**src/rtl/ahbl_dma_initiator_pkg.sv**
```systemverilog
// Shared constants for the AHB-Lite DMA initiator: bus encodings and FSM state codes.
package ahbl_dma_initiator_pkg;

    typedef logic [1:0] htrans_t;

    localparam htrans_t    HTRANS_IDLE     = 2'b00;
    localparam htrans_t    HTRANS_NONSEQ   = 2'b10;
    localparam logic [2:0] HSIZE_WORD      = 3'b010;
    localparam logic [2:0] HBURST_SINGLE   = 3'b000;
    localparam logic [3:0] HPROT_DATA_PRIV = 4'b0011;

    // state   | meaning
    // IDLE    | waiting for start
    // RD_A    | read address phase (NONSEQ, hwrite=0, haddr=src)
    // RD_D    | read data phase, capture hrdata
    // WR_A    | write address phase (NONSEQ, hwrite=1, haddr=dst)
    // WR_D    | write data phase, hwdata held from the word buffer
    // FIN     | one-cycle done pulse
    localparam logic [2:0] ST_IDLE = 3'd0;
    localparam logic [2:0] ST_RD_A = 3'd1;
    localparam logic [2:0] ST_RD_D = 3'd2;
    localparam logic [2:0] ST_WR_A = 3'd3;
    localparam logic [2:0] ST_WR_D = 3'd4;
    localparam logic [2:0] ST_FIN  = 3'd5;

endpackage

```
**src/rtl/ahbl_dma_initiator_if.sv**
```systemverilog
// AHB-Lite bus bundle between the DMA initiator (master) and a responder/splitter port (slave).
interface ahbl_dma_initiator_if #(
    parameter int W_ADDR = 32,
    parameter int W_DATA = 32
);
    logic [W_ADDR-1:0] haddr;
    logic              hwrite;
    logic [1:0]        htrans;
    logic [2:0]        hsize;
    logic [2:0]        hburst;
    logic [3:0]        hprot;
    logic              hmastlock;
    logic [W_DATA-1:0] hwdata;
    logic [W_DATA-1:0] hrdata;
    logic              hready;
    logic              hresp;

    modport master (
        output haddr, hwrite, htrans, hsize, hburst, hprot, hmastlock, hwdata,
        input  hrdata, hready, hresp
    );

    modport slave (
        input  haddr, hwrite, htrans, hsize, hburst, hprot, hmastlock, hwdata,
        output hrdata, hready, hresp
    );
endinterface

```
**src/rtl/ahbl_dma_initiator.sv**
```systemverilog
// AHB-Lite DMA initiator: word-granular memory-to-memory copy, one read then one write per word,
// single-beat and non-overlapped. Optional fill mode (write a constant pattern, no reads) is
// enabled by defining AHBL_DMA_FILL_EN.
module ahbl_dma_initiator
    import ahbl_dma_initiator_pkg::*;
#(
    parameter int W_ADDR = 32,
    parameter int W_DATA = 32,
    parameter int W_LEN  = 16
) (
    input  logic              clk,
    input  logic              rst_n,
    input  logic [W_ADDR-1:0] cfg_src,
    input  logic [W_ADDR-1:0] cfg_dst,
    input  logic [W_LEN-1:0]  cfg_len,
`ifdef AHBL_DMA_FILL_EN
    input  logic              cfg_fill,
    input  logic [W_DATA-1:0] cfg_pattern,
`endif
    input  logic              start,
    output logic              busy,
    output logic              done,
    output logic              err,
    ahbl_dma_initiator_if.master bus
);

    logic [2:0]        state_q;
    logic [W_ADDR-1:0] src_q;
    logic [W_ADDR-1:0] dst_q;
    logic [W_LEN-1:0]  len_q;
    logic [W_DATA-1:0] data_q;
    logic              err_q;
    logic              fill_q;

    logic              fill_req;
    logic [W_DATA-1:0] pattern;

`ifdef AHBL_DMA_FILL_EN
    assign fill_req = cfg_fill;
    assign pattern  = cfg_pattern;
`else
    assign fill_req = 1'b0;
    assign pattern  = '0;
`endif

    // Sequencer: accepts a job in IDLE, walks read/write phases per word, ends in FIN.
    always_ff @(posedge clk) begin
        if (!rst_n) begin
            state_q <= ST_IDLE;
            src_q   <= '0;
            dst_q   <= '0;
            len_q   <= '0;
            data_q  <= '0;
            err_q   <= 1'b0;
            fill_q  <= 1'b0;
        end else begin
            case (state_q)
                ST_IDLE: begin
                    if (start) begin
                        err_q <= 1'b0;
                        if (cfg_len != '0) begin
                            src_q  <= cfg_src & ~W_ADDR'(3);
                            dst_q  <= cfg_dst & ~W_ADDR'(3);
                            len_q  <= cfg_len;
                            fill_q <= fill_req;
                            if (fill_req) begin
                                data_q  <= pattern;
                                state_q <= ST_WR_A;
                            end else begin
                                state_q <= ST_RD_A;
                            end
                        end else begin
                            state_q <= ST_FIN;
                        end
                    end
                end
                ST_RD_A: begin
                    if (bus.hready) state_q <= ST_RD_D;
                end
                ST_RD_D: begin
                    // hresp rises one cycle before the terminating hready of an error response
                    if (bus.hresp) err_q <= 1'b1;
                    if (bus.hready) begin
                        if (bus.hresp) begin
                            state_q <= ST_FIN;
                        end else begin
                            data_q  <= bus.hrdata;
                            state_q <= ST_WR_A;
                        end
                    end
                end
                ST_WR_A: begin
                    if (bus.hready) state_q <= ST_WR_D;
                end
                ST_WR_D: begin
                    if (bus.hresp) err_q <= 1'b1;
                    if (bus.hready) begin
                        if (bus.hresp) begin
                            state_q <= ST_FIN;
                        end else begin
                            src_q <= src_q + W_ADDR'(4);
                            dst_q <= dst_q + W_ADDR'(4);
                            len_q <= len_q - W_LEN'(1);
                            if (len_q == W_LEN'(1)) state_q <= ST_FIN;
                            else if (fill_q)         state_q <= ST_WR_A;
                            else                     state_q <= ST_RD_A;
                        end
                    end
                end
                ST_FIN:  state_q <= ST_IDLE;
                default: state_q <= ST_IDLE;
            endcase
        end
    end

    // Bus outputs decode purely from registered state, so they hold while hready is low.
    always_comb begin
        busy = (state_q != ST_IDLE);
        done = (state_q == ST_FIN);
        err  = err_q;

        bus.htrans    = ((state_q == ST_RD_A) || (state_q == ST_WR_A)) ? HTRANS_NONSEQ : HTRANS_IDLE;
        bus.hwrite    = (state_q == ST_WR_A);
        bus.haddr     = ((state_q == ST_WR_A) || (state_q == ST_WR_D)) ? dst_q : src_q;
        bus.hwdata    = data_q;
        bus.hsize     = HSIZE_WORD;
        bus.hburst    = HBURST_SINGLE;
        bus.hprot     = HPROT_DATA_PRIV;
        bus.hmastlock = 1'b0;
    end

endmodule

```
**src/flat_wrapper.sv**
```systemverilog
// flat-port wrapper written by rule: the top's interface ports become plain ports
module ahbl_dma_initiator_flat import ahbl_dma_initiator_pkg::*;
#(
    parameter int W_ADDR = 32,
    parameter int W_DATA = 32,
    parameter int W_LEN  = 16
)
  (clk, rst_n, cfg_src, cfg_dst, cfg_len, start, busy, done, err, bus_haddr, bus_hwrite, bus_htrans, bus_hsize, bus_hburst, bus_hprot, bus_hmastlock, bus_hwdata, bus_hrdata, bus_hready, bus_hresp);
  ahbl_dma_initiator_if #(.W_ADDR(W_ADDR), .W_DATA(W_DATA)) bus_i ();
  input  logic clk;
  input  logic rst_n;
  input  logic [W_ADDR-1:0] cfg_src;
  input  logic [W_ADDR-1:0] cfg_dst;
  input  logic [W_LEN-1:0] cfg_len;
  input  logic start;
  output logic busy;
  output logic done;
  output logic err;
  output wire logic [$bits(bus_i.haddr)-1:0] bus_haddr;
  output wire logic [$bits(bus_i.hwrite)-1:0] bus_hwrite;
  output wire logic [$bits(bus_i.htrans)-1:0] bus_htrans;
  output wire logic [$bits(bus_i.hsize)-1:0] bus_hsize;
  output wire logic [$bits(bus_i.hburst)-1:0] bus_hburst;
  output wire logic [$bits(bus_i.hprot)-1:0] bus_hprot;
  output wire logic [$bits(bus_i.hmastlock)-1:0] bus_hmastlock;
  output wire logic [$bits(bus_i.hwdata)-1:0] bus_hwdata;
  input wire logic [$bits(bus_i.hrdata)-1:0] bus_hrdata;
  input wire logic [$bits(bus_i.hready)-1:0] bus_hready;
  input wire logic [$bits(bus_i.hresp)-1:0] bus_hresp;
  assign bus_haddr = bus_i.haddr;
  assign bus_hwrite = bus_i.hwrite;
  assign bus_htrans = bus_i.htrans;
  assign bus_hsize = bus_i.hsize;
  assign bus_hburst = bus_i.hburst;
  assign bus_hprot = bus_i.hprot;
  assign bus_hmastlock = bus_i.hmastlock;
  assign bus_hwdata = bus_i.hwdata;
  assign bus_i.hrdata = bus_hrdata;
  assign bus_i.hready = bus_hready;
  assign bus_i.hresp = bus_hresp;
  ahbl_dma_initiator #(.W_ADDR(W_ADDR), .W_DATA(W_DATA), .W_LEN(W_LEN)) u_core (.clk(clk), .rst_n(rst_n), .cfg_src(cfg_src), .cfg_dst(cfg_dst), .cfg_len(cfg_len), .start(start), .busy(busy), .done(done), .err(err), .bus(bus_i));
endmodule
```
**config.mk**
```make
export PLATFORM = sky130hd
export DESIGN_NAME = ahbl_dma_initiator_flat
export DESIGN_NICKNAME = d
export VERILOG_FILES = /design/src/rtl/ahbl_dma_initiator_pkg.sv /design/src/rtl/ahbl_dma_initiator_if.sv /design/src/rtl/ahbl_dma_initiator.sv /design/src/flat_wrapper.sv
export SDC_FILE = /design/constraint.sdc
export NUM_CORES = 1
export LEC_CHECK = 0
export ABC_AREA = 1
export CORE_ASPECT_RATIO = 0.5
export CORE_MARGIN = 10
export CORE_UTILIZATION = 54
export DETAILED_ROUTE_END_ITERATION = 10
export PLACE_DENSITY = 0.88
export SYNTH_ARGS = -nofsm -noshare
export SYNTH_HDL_FRONTEND = slang
export SYNTH_SLANG_ARGS = --single-unit
```
**constraint.sdc**
```tcl
create_clock -name clk -period 3 [get_ports clk]
set_input_delay 0.45 -clock clk [delete_from_list [all_inputs] [get_ports clk]]
set_output_delay 0.45 -clock clk [all_outputs]
set_load 0.01 [all_outputs]
```
After elaboration in Yosys (flattened, before gate mapping)
Cells that the tools add are included.
Word-level totals
  bits in registers: 116
  input bits: 117
  output and inout port bits: 81
  word-level logic and storage cells: 66
Operators by class
  add/subtract/negate cells: 3
  equality and inequality tests: 14
  muxes and demuxes: 30
  bitwise logic cells: 1
  reduce and logical (&&, ||, !) cells: 12
Operators with widths (count)
  32-bit two-way mux: 9
  32-bit one-hot mux with 2 select lines: 2
  32-bit by 3-bit adder with 32-bit output, second input constant: 2
  16-bit two-way mux: 4
  16-bit one-hot mux with 2 select lines: 1
  3-bit two-way mux: 9
  16-bit by 1-bit equality test with 1-bit output, second input constant: 1
  16-bit nonzero test: 1
  16-bit by 1-bit subtractor with 16-bit output, second input constant: 1
  3-bit one-hot mux with 5 select lines: 1
  2-bit != test, second input constant: 5
  5-bit AND reduction: 2
  3-bit by 2-bit equality test with 1-bit output, second input constant: 2
  3-bit equality test, second input constant: 2
  2-bit by 1-bit != test with 1-bit output, second input constant: 3
  3-bit AND reduction: 2
  2-bit nonzero test: 2
  3-bit by 1-bit equality test with 1-bit output, second input constant: 1
  3-bit logical NOT: 1
  3-bit nonzero test: 1
  1-bit logical OR: 2
  1-bit two-way mux: 2
  2-bit two-way mux: 1
  1-bit one-hot mux with 2 select lines: 1
  other kinds (2): 2

Logic depth before layout (Yosys ltp)
Gate-level depths: netlist of the first run.
  word-level depth: 5
  mapped depth: 12
  mapped depth without buffers: 10

Least setup slack after synthesis of the first run
Ideal clock, no wire load.
  path type: reg2out
  from: register u_core.state_q[0]
  to: output port bus_haddr[10]
  arrival time: 1.552 ns
  required time: 2.550 ns
  setup slack: 0.998 ns
  stages on the path, launching flop included: 8
  path buffers: 2
  path through: dfxtp_1 > inv_2 > nor3_1 > or2_1 > buf_2 > buf_2 > nand2_1 > o21ai_0
Between the ends
  cells in the longest elaborated chain, start to end: 3
  elaborated cells on any way between the ends: 4
  classes of those cells: eq/ne: 2; mux: 1; reduce/logical: 1
Ends and longest elaborated chain
  start: declaration: RTL line ahbl_dma_initiator.sv:27  | logic [2:0] state_q;
  start signal: assignment: RTL line ahbl_dma_initiator.sv:49  | state_q <= ST_IDLE;
  start signal: assignment: RTL line ahbl_dma_initiator.sv:68  | state_q <= ST_WR_A;
  start signal: assignment: RTL line ahbl_dma_initiator.sv:70  | state_q <= ST_RD_A;
  3-bit by 2-bit equality test with 1-bit output
  via bus_hwrite: RTL line flat_wrapper.sv:20  | output wire logic [$bits(bus_i.hwrite)-1:0] bus_hwrite;
  1-bit logical OR: RTL line ahbl_dma_initiator.sv:124  | bus.haddr = ((state_q == ST_WR_A) || (state_q == ST_WR_D)) ? dst_q : src_q;
  32-bit two-way mux: RTL line ahbl_dma_initiator.sv:124
  end: declaration: RTL line flat_wrapper.sv:19  | output wire logic [$bits(bus_i.haddr)-1:0] bus_haddr;
The timed path passes the listed nets, and every way through them passes these cells.

Final worst setup path of the first run
  from: register u_core.state_q[0]
  to: output port bus_haddr[21]
Between the ends
  cells in the longest elaborated chain, start to end: 3
  elaborated cells on any way between the ends: 4
  classes of those cells: eq/ne: 2; mux: 1; reduce/logical: 1
Ends and longest elaborated chain (RTL line)
  3-bit by 2-bit equality test with 1-bit output or 3-bit equality test (tied branches): ahbl_dma_initiator.sv:124
  1-bit logical OR (*): ahbl_dma_initiator.sv:124
  32-bit two-way mux (*): ahbl_dma_initiator.sv:124
Mark *: on every way between the ends. The rest lies on a longest branch, timed or not.

==> flow_summary.yaml, run 1 <==
die:
  io_pins: 198
  start_util_pct: 55.3
  die_x_um: 187
  core_um2: 13600
  num_rows: 30
  dieArea_um2: 19300
  fp.dieH_um: 103
clocking:
  clockBufferDepth: 2
  root_buffer: "clkbuf_16"
  ctsHoldBuffers: 0
  clk_pin_slew_ps: 80
  cts_htree_levels: 3
  post_cts_resized: 0
  cts_tree: "built"
  cts_setup_buffers: 0
  cts_buffers: 9
  worstSkewPairLatency_ps: 360
  clock-sinks: 112
final_layout:
  fin_util_pct: 70.6
  layout_commonest_cell: "nand2_1"
  stdcell_area_um2: 9600
  fill_cells: 1204
  final_nets: 1580
  n_antenna_cell: 0
  syn2layout_area_growth_pct: 27.7
  layout_common_cells: "nand2_1, nor2_1, clkdlybuf4s50_1"
  layout.cells.non_filler: 1656
  drive_gt1_share_pct: 3.55
logic_synthesis:
  synth-edff-count: 0
  synth-seq-cells: 112
  synth_ff_type: "dfxtp_1"
  netlist.area_leader.share_pct: 29.8
  ys.warnings.count: 0
  synthArstFlopShare_pct: 0
  avgSynthCellArea_um2: 5.70
  syn_area_um2: 7520
  synth_area_leaders: "dfxtp_1, nand2_1, nor2_1"
  synth_cell_types: 37
  seq_area_frac_synth_pct: 29.8
  netlist.top_cell.by_area: "dfxtp_1"
  synth_cells: 1319
global_routing:
  overflow: 0
  grt_util_all_layers_pct: 25.3
  grt_max_degree: 100
  grt_pass1_wl_mm: 40.7
  grt_pass1_vias: 8283
  antenna_found_initial: 0
min_path:
  hp-class: "flip-flop to flip-flop"
  holdCritStartpoint: "u_core.err"
  whs_path_depth: 2
  holdPathEnd: "u_core.err"
worst_setup_path:
  crit_family: "buffers and inverters"
  cp-end-kind: "primary output"
  critPathMaxFanout: 56
  crit_start: "u_core.state_q[0]"
  crit_path_top_delay_cell: "clkdlybuf4s50_1"
  cpPeakStageDelay_ps: 490
  worstRegToRegCells: 8
  crit_path_start_kind: "flip-flop"
  r2r-start: "u_core.state_q[2]"
  r2r_slack_ps: 720
  r2r_end: "u_core.dst_q[14]"
  path_cells: "inv_2 > nor3_2 > or2_1 > buf_12 > mux2_2 > clkdlybuf4s50_1"
  crit_buf_inv: 3
  critPathKind: "flip-flop to primary output"
  worstPathArrival_ps: 2400
  critPathRequiredTime_ps: 2550
  crit_cells: 6
place:
  pre_cts_ws_ps: 286
  gp_congestion: 0.962
  place_hpwl_mm: 19.1
  place_area_um2: 9290
  dp_cells: 1640
  io_buffers: 179
timing:
  whs_ps: 486
  final.period_utilization_pct: 95.1
  hold_viol_final: 0
  period_needed_ps: 2850
  tns_ps: 0
  drv_slew: 0
  slew_headroom_pct: 29.4
  worst_pin_slew_ps: 1060
  fmax_ghz: 0.351
  fin_worst_skew_ps: 16.9
  rsz0062_at_grt: "false"
  worst_slack_ps: 148
  setup_viol: 0
detailed_routing:
  num_vias: 8964
  drt-total-wl_mm: 25.5
  drc_errors: 0
  antenna_left: 0
  drtPass1Iterations: 9
  viasPerCell: 5.41
  drtIter0Drc: 948
  wl_per_cell_um: 15.4
power_and_ir_drop:
  p_total_mw: 6.27
  pwr_density_cell_nw_per_um2: 653
  ir_drop_mv: 0.458
  p_leak_nw: 3.62
run:
  cap_viol_max_count: 0
run_status:
  status: "completed"
[worst max-delay path by stage]
| stage | endpoint | slack, ps |
|---|---|---|
| 4_1_cts | bus_haddr[21] | 30 |
| 2_1_floorplan | bus_haddr[10] | 1000 |
| 5_1_grt | bus_haddr[19] | 30 |
| 3_5_place_dp | u_core.dst_q[14] | 290 |
| 3_3_place_gp | u_core.len_q[5] | 380 |
| 6_report | bus_haddr[21] | 150 |
[layout make-up]
cell class	instances	area, µm²	share of cell area, %
flip-flops and latches	112	2240	23.4
well taps	192	240	2.50
clock buffers	9	225	2.35
multi-input cells	1048	4550	47.4
clock inverters	7	76.3	0.795
inverters	98	368	3.83
repair buffers	190	1900	19.8
[worst reg2reg max path: stages, from the launching register on]
cell and delay [ps]:
dfxtp_1 510, inv_1 140, nand2_2 110, nor2_1 80
nor2_4 170, nand2_4 160, inv_2 640, o21ai_0 210
a21oi_1 210
[synthesized netlist by cell type, types with 2 or more instances]
cell type  instances
ha_1               4
conb_1             2
or2_1              2
dfxtp_1          112
or2_2              4
o21ai_0          115
buf_4             21
nor2_2             3
o21ai_1            3
clkbuf_2           2
nand4_1           12
nand2_1          391
nand3b_1           6
nor2_4             2
nor3_1             8
buf_2             21
buf_1              2
mux2_2             4
a21oi_1           88
a211oi_2           2
inv_2              3
buf_6              4
a21oi_2            2
clkbuf_1          23
nor2_1           295
a31oi_1            2
nand3_1           82
inv_1             95
[metal layers]
metal  up-vias  track usage, %  wire [µm]
met5         -               0          0
met4         0            5.60        297
met3        33            4.79       2270
met2       457            44.7      12200
met1      4033            31.9      10800
li1       4441               -          -
[cells by family after synthesis]
family	share of synthesized area (%)
buffers and inverters	10.4
and+or+nand+nor	43.4
other	0.0999
muxes	0.599
adders and majority gates	0.666
DFF	29.8
xor gates and xnor gates	0.233
AOI/OAI and AO/OA	14.7
[sequential cells by signal, summed over array words and instances, names as in the netlist]
register / flops
u_core.src_q: 30
u_core.err: 1
u_core.dst_q: 30
u_core.state_q: 3
u_core.len_q: 16
u_core.bus.hwdata: 32
[power by group]
group / switching, mW / total [mW] / internal [mW]
Sequential: 0.468 / 2.30 / 1.83
Combinational: 1.64 / 2.73 / 1.10
Clock: 0.648 / 1.24 / 0.590
Power figures use the tool's default switching activity.
==> inputs of run 2 (changes only) <==
- CORE_ASPECT_RATIO: 0.5 -> 1.4
- HOLD_SLACK_MARGIN: not set -> 0.05
==> run 2 against run 1 <==
  * Die area fell by 1.1%
  * First-iteration DRC count decreased by 35%
  * Combinational power about the same
  * Global-route usage is 0.28 points higher
==> flow_summary.yaml, run 2 (same netlist as run 1, synthesis figures left out) <==
run_status:
  status: "completed"
timing:
  drv_slew: 0
  tns_ps: 0
  setup_viol: 0
  rsz0062_at_grt: "false"
  fin_worst_skew_ps: 11.0
  worst_pin_slew_ps: 1050
  slew_headroom_pct: 30.2
  period_needed_ps: 2910
  hold_viol_final: 0
  final.period_utilization_pct: 97.1
  fmax_ghz: 0.343
clocking:
  cts_htree_levels: 3
  clock-sinks: 112
  cts_buffers: 9
  clk_pin_slew_ps: 80
  root_buffer: "clkbuf_16"
  cts_tree: "built"
  worstSkewPairLatency_ps: 360
  ctsHoldBuffers: 0
  clockBufferDepth: 2
die:
  fp.dieH_um: 160
  num_rows: 50
  io_pins: 198
  start_util_pct: 55.6
  die_x_um: 120
  dieArea_um2: 19100
  core_um2: 13500
detailed_routing:
  drtPass1Iterations: 8
  drt-total-wl_mm: 25.3
  drtIter0Drc: 618
  viasPerCell: 5.29
  antenna_left: 0
  wl_per_cell_um: 15.4
  num_vias: 8705
  drc_errors: 0
worst_setup_path:
  crit_family: "buffers and inverters"
  crit_path_top_delay_cell: "clkdlybuf4s50_1"
  critPathMaxFanout: 56
  crit_path_start_kind: "flip-flop"
  worstPathArrival_ps: 2460
  crit_buf_inv: 3
  path_cells: "nor2_2 > nand2_2 > inv_2 > or2_1 > buf_12 > o21ai_0 > clkdlybuf4s50_1"
  critPathRequiredTime_ps: 2550
  cpPeakStageDelay_ps: 630
  cp-end-kind: "primary output"
  critPathKind: "flip-flop to primary output"
place:
  gp_congestion: 0.981
  io_buffers: 179
  dp_cells: 1629
  place_hpwl_mm: 18.9
final_layout:
  syn2layout_area_growth_pct: 27.8
  fin_util_pct: 71.1
  largest_reg_flops: 32
  drive_gt1_share_pct: 3.49
  layout_common_cells: "nand2_1, nor2_1, clkdlybuf4s50_1"
  final_nets: 1579
  layout_commonest_cell: "nand2_1"
  layout.cells.non_filler: 1646
global_routing:
  grt_pass1_vias: 8281
  overflow: 0
  grt_max_degree: 100
  antenna_found_initial: 0
  grt_util_all_layers_pct: 25.6
  grt_pass1_wl_mm: 40.7
power_and_ir_drop:
  p_seq_share_pct: 36.4
  p_leak_nw: 3.63
  pwr_density_cell_nw_per_um2: 657
  internal_power_mw: 3.60
  pwr-share-clk_pct: 20.4
  switching_share_pct: 43.0
  switchingPower_mw: 2.72
  combPwrFrac_pct: 43.2
  ir_drop_mv: 0.490
min_path:
  hp-class: "flip-flop to flip-flop"
run:
  cap_viol_max_count: 0
run 2: cell count changes in the layout (fill, tap and decap cells not counted):
cell,change
bufinv_16,+1
clkinv_8,-2
buf_4,-2
clkinvlp_4,-1
buf_12,+1
diode_2,+1
inv_8,+1
clkinv_4,+1
run 2: repair_timing:
item / 4_1_cts / 5_1_grt
setup endpoints to repair: 0 / 7
buffers inserted: 0 / 0
gates resized for setup: 0 / 1
run 2: path summary, 6_finish.rpt:
path | start | to | slack [ps] | cells past startpoint
worst max register to register | u_core.state_q[2] | u_core.src_q[14] | 780 | 8
worst min register to register | u_core.err | u_core.err | 470 | 2
worst min-delay path | u_core.err | u_core.err | 470 | 2
worst max-delay path | u_core.state_q[1] | bus_haddr[11] | 90 | 7
run 2: metrics by stage:
step	area [µm²]	hold slack (ps)	total power, mW	worst slack, ps
global route	9600	497	6.76	16.1
floorplan	7560	455	4.02	998
global placement	9280	459	4.94	486
finish	9600	474	6.31	86.8
CTS	9600	479	6.31	109
detailed placement	9280	468	5.01	455
run 2: worst reg2reg max path, delay by kind of cell, from the launching register on:
family	cells	cell delay, ps
DFF	1	530
buffers and inverters	2	750
and+or+nand+nor	4	470
AOI/OAI and AO/OA	2	400
run 2: layer usage:
metal	GRT usage [%]	vias to the layer above	wire (µm)
li1	-	4444	-
met1	28.2	3834	9630
met2	43.8	376	12200
met3	8.93	51	2630
met4	10.0	0	874
met5	0	-	0
run 2: power by group through the flow:
| stage | sequential [mW] | combinational [mW] | clock (mW) |
|---|---|---|---|
| detailed placement | 2.30 | 2.70 | 0 |
| global route | 2.34 | 3.06 | 1.36 |
| CTS | 2.28 | 2.72 | 1.31 |
| global placement | 2.30 | 2.65 | 0 |
| finish | 2.30 | 2.73 | 1.29 |
| floorplan | 2.16 | 1.86 | 0 |
run 2: area by class of cell:
type	count	area, µm²
multi-input cells	1048	4550
well taps	182	228
fillers	1266	3910
diodes	1	2.50
clock buffers	9	225
inverters	98	368
flip-flops and latches	112	2240
clock inverters	7	86.3
repair buffers	189	1900
==> inputs of run 3 (changes only) <==
- CORE_MARGIN: 10 -> not set
==> run 3 against run 2 <==
  * Final area hardly changed
  * Critical endpoint unchanged
  * Clock skew is 0.84 ps higher
  * Via count is 1.4% higher
  * Critical path type unchanged
  * Final cell count hardly changed
==> flow_summary.yaml, run 3 (same netlist as run 1, synthesis figures left out) <==
die:
  io_pins: 198
  fp.dieH_um: 142
  die_x_um: 102
  start_util_pct: 55.9
  dieArea_um2: 14400
  num_rows: 50
  core_um2: 13500
final_layout:
  drive_gt1_share_pct: 3.42
  syn2layout_area_growth_pct: 27.7
  layout_common_cells: "nand2_1, nor2_1, clkdlybuf4s50_1"
  final_nets: 1579
  layout_commonest_cell: "nand2_1"
  largest_reg_flops: 32
  stdcell_area_um2: 9600
  n_antenna_cell: 0
  fill_cells: 1203
  multi_input_area_um2: 4550
  seq_area_um2: 2240
place:
  gp_congestion: 0.952
  place_area_um2: 9280
  place_hpwl_mm: 17.1
  io_buffers: 179
clocking:
  clk_pin_slew_ps: 70
  clockBufferDepth: 2
  cts_htree_levels: 3
  worstSkewPairLatency_ps: 360
  clock-sinks: 112
  cts_buffers: 9
  root_buffer: "clkbuf_16"
  cts_tree: "built"
detailed_routing:
  num_vias: 8831
  drc_errors: 0
  drtIter0Drc: 595
  viasPerCell: 5.37
  drtPass1Iterations: 7
  wl_per_cell_um: 14.3
  antenna_left: 0
  drt-total-wl_mm: 23.5
power_and_ir_drop:
  pwr_density_cell_nw_per_um2: 653
  p_leak_nw: 3.63
  pwr-share-clk_pct: 20.2
  internal_power_mw: 3.62
  ir_drop_mv: 0.490
  switchingPower_mw: 2.65
  p_seq_share_pct: 36.6
  combPwrFrac_pct: 43.2
  switching_share_pct: 42.2
timing:
  tns_ps: 0
  hold_viol_final: 0
  fin_worst_skew_ps: 11.8
  drv_slew: 0
  fmax_ghz: 0.348
  slew_headroom_pct: 30.6
  final.period_utilization_pct: 95.7
  setup_viol: 0
  worst_pin_slew_ps: 1040
  period_needed_ps: 2870
  rsz0062_at_grt: "false"
  whs_ps: 475
worst_setup_path:
  critPathKind: "flip-flop to primary output"
  crit_path_top_delay_cell: "clkdlybuf4s50_1"
  worstPathArrival_ps: 2420
  cpPeakStageDelay_ps: 610
  crit_path_start_kind: "flip-flop"
  crit_buf_inv: 3
  critPathMaxFanout: 56
  cp-end-kind: "primary output"
  critPathRequiredTime_ps: 2550
  path_cells: "nor2_2 > nand2_2 > inv_2 > or2_1 > buf_12 > o21ai_0 > clkdlybuf4s50_1"
  crit_family: "buffers and inverters"
run:
  cap_viol_max_count: 0
global_routing:
  grt_max_degree: 100
  grt_pass1_vias: 8055
  antenna_found_initial: 0
  grt_pass1_wl_mm: 37.6
  grt_util_all_layers_pct: 33.0
  overflow: 0
min_path:
  hp-class: "flip-flop to flip-flop"
run_status:
  status: "completed"
[run 3: power by group through the flow]
stage	combinational [mW]	sequential [mW]	clock, mW
after floorplan	1.86	2.16	0
after global placement	2.61	2.30	0
after detailed placement	2.67	2.31	0
after CTS	2.69	2.28	1.28
after global routing	3.03	2.34	1.33
final	2.71	2.30	1.26
[run 3: final timing paths]
path                          start                to  slack, ps  cells after the start
setup reg to reg  u_core.state_q[0]  u_core.src_q[10]        810                      8
hold / removal           u_core.err        u_core.err        480                      2
hold reg to reg          u_core.err        u_core.err        480                      2
setup / recovery  u_core.state_q[1]     bus_haddr[11]        130                      7
[run 3: layout make-up]
| type | count | share of cell area [%] |
|---|---|---|
| well taps | 182 | 2.37 |
| multi-input cells | 1048 | 47.4 |
| repair buffers | 189 | 19.8 |
| clock inverters | 4 | 0.548 |
| flip-flops and latches | 112 | 23.4 |
| inverters | 98 | 3.83 |
| clock buffers | 12 | 2.67 |
[run 3: worst register-to-register path, stage by stage, from the launching register on]
cell and delay, ps:
dfxtp_1 360, nor2_2 230, nand2_2 80, inv_2 60, buf_4 780, nor2_1 220, a31oi_1 200, o21ai_0 90
nor2_1 120
[run 3: repair_timing]
action,4_1_cts,5_1_grt
hold buffers,0,0
setup buffers,0,0
gates resized for setup,0,1
setup endpoints to repair,0,1
[run 3: per-stage QoR]
stage	util, %	std cells	setup slack [ps]	power (mW)
floorplan	-	1331	998	4.02
global placement	69.0	1629	495	4.91
detailed placement	69.0	1629	432	4.98
CTS	71.3	1645	105	6.24
global route	71.4	1645	49.7	6.70
finish	71.4	1645	130	6.27
[run 3: routing by layer]
layer	wire [µm]	global-route usage (%)
met1	9100	38.1
met2	11400	56.9
met3	1880	5.91
met4	1090	17.6
met5	0	0
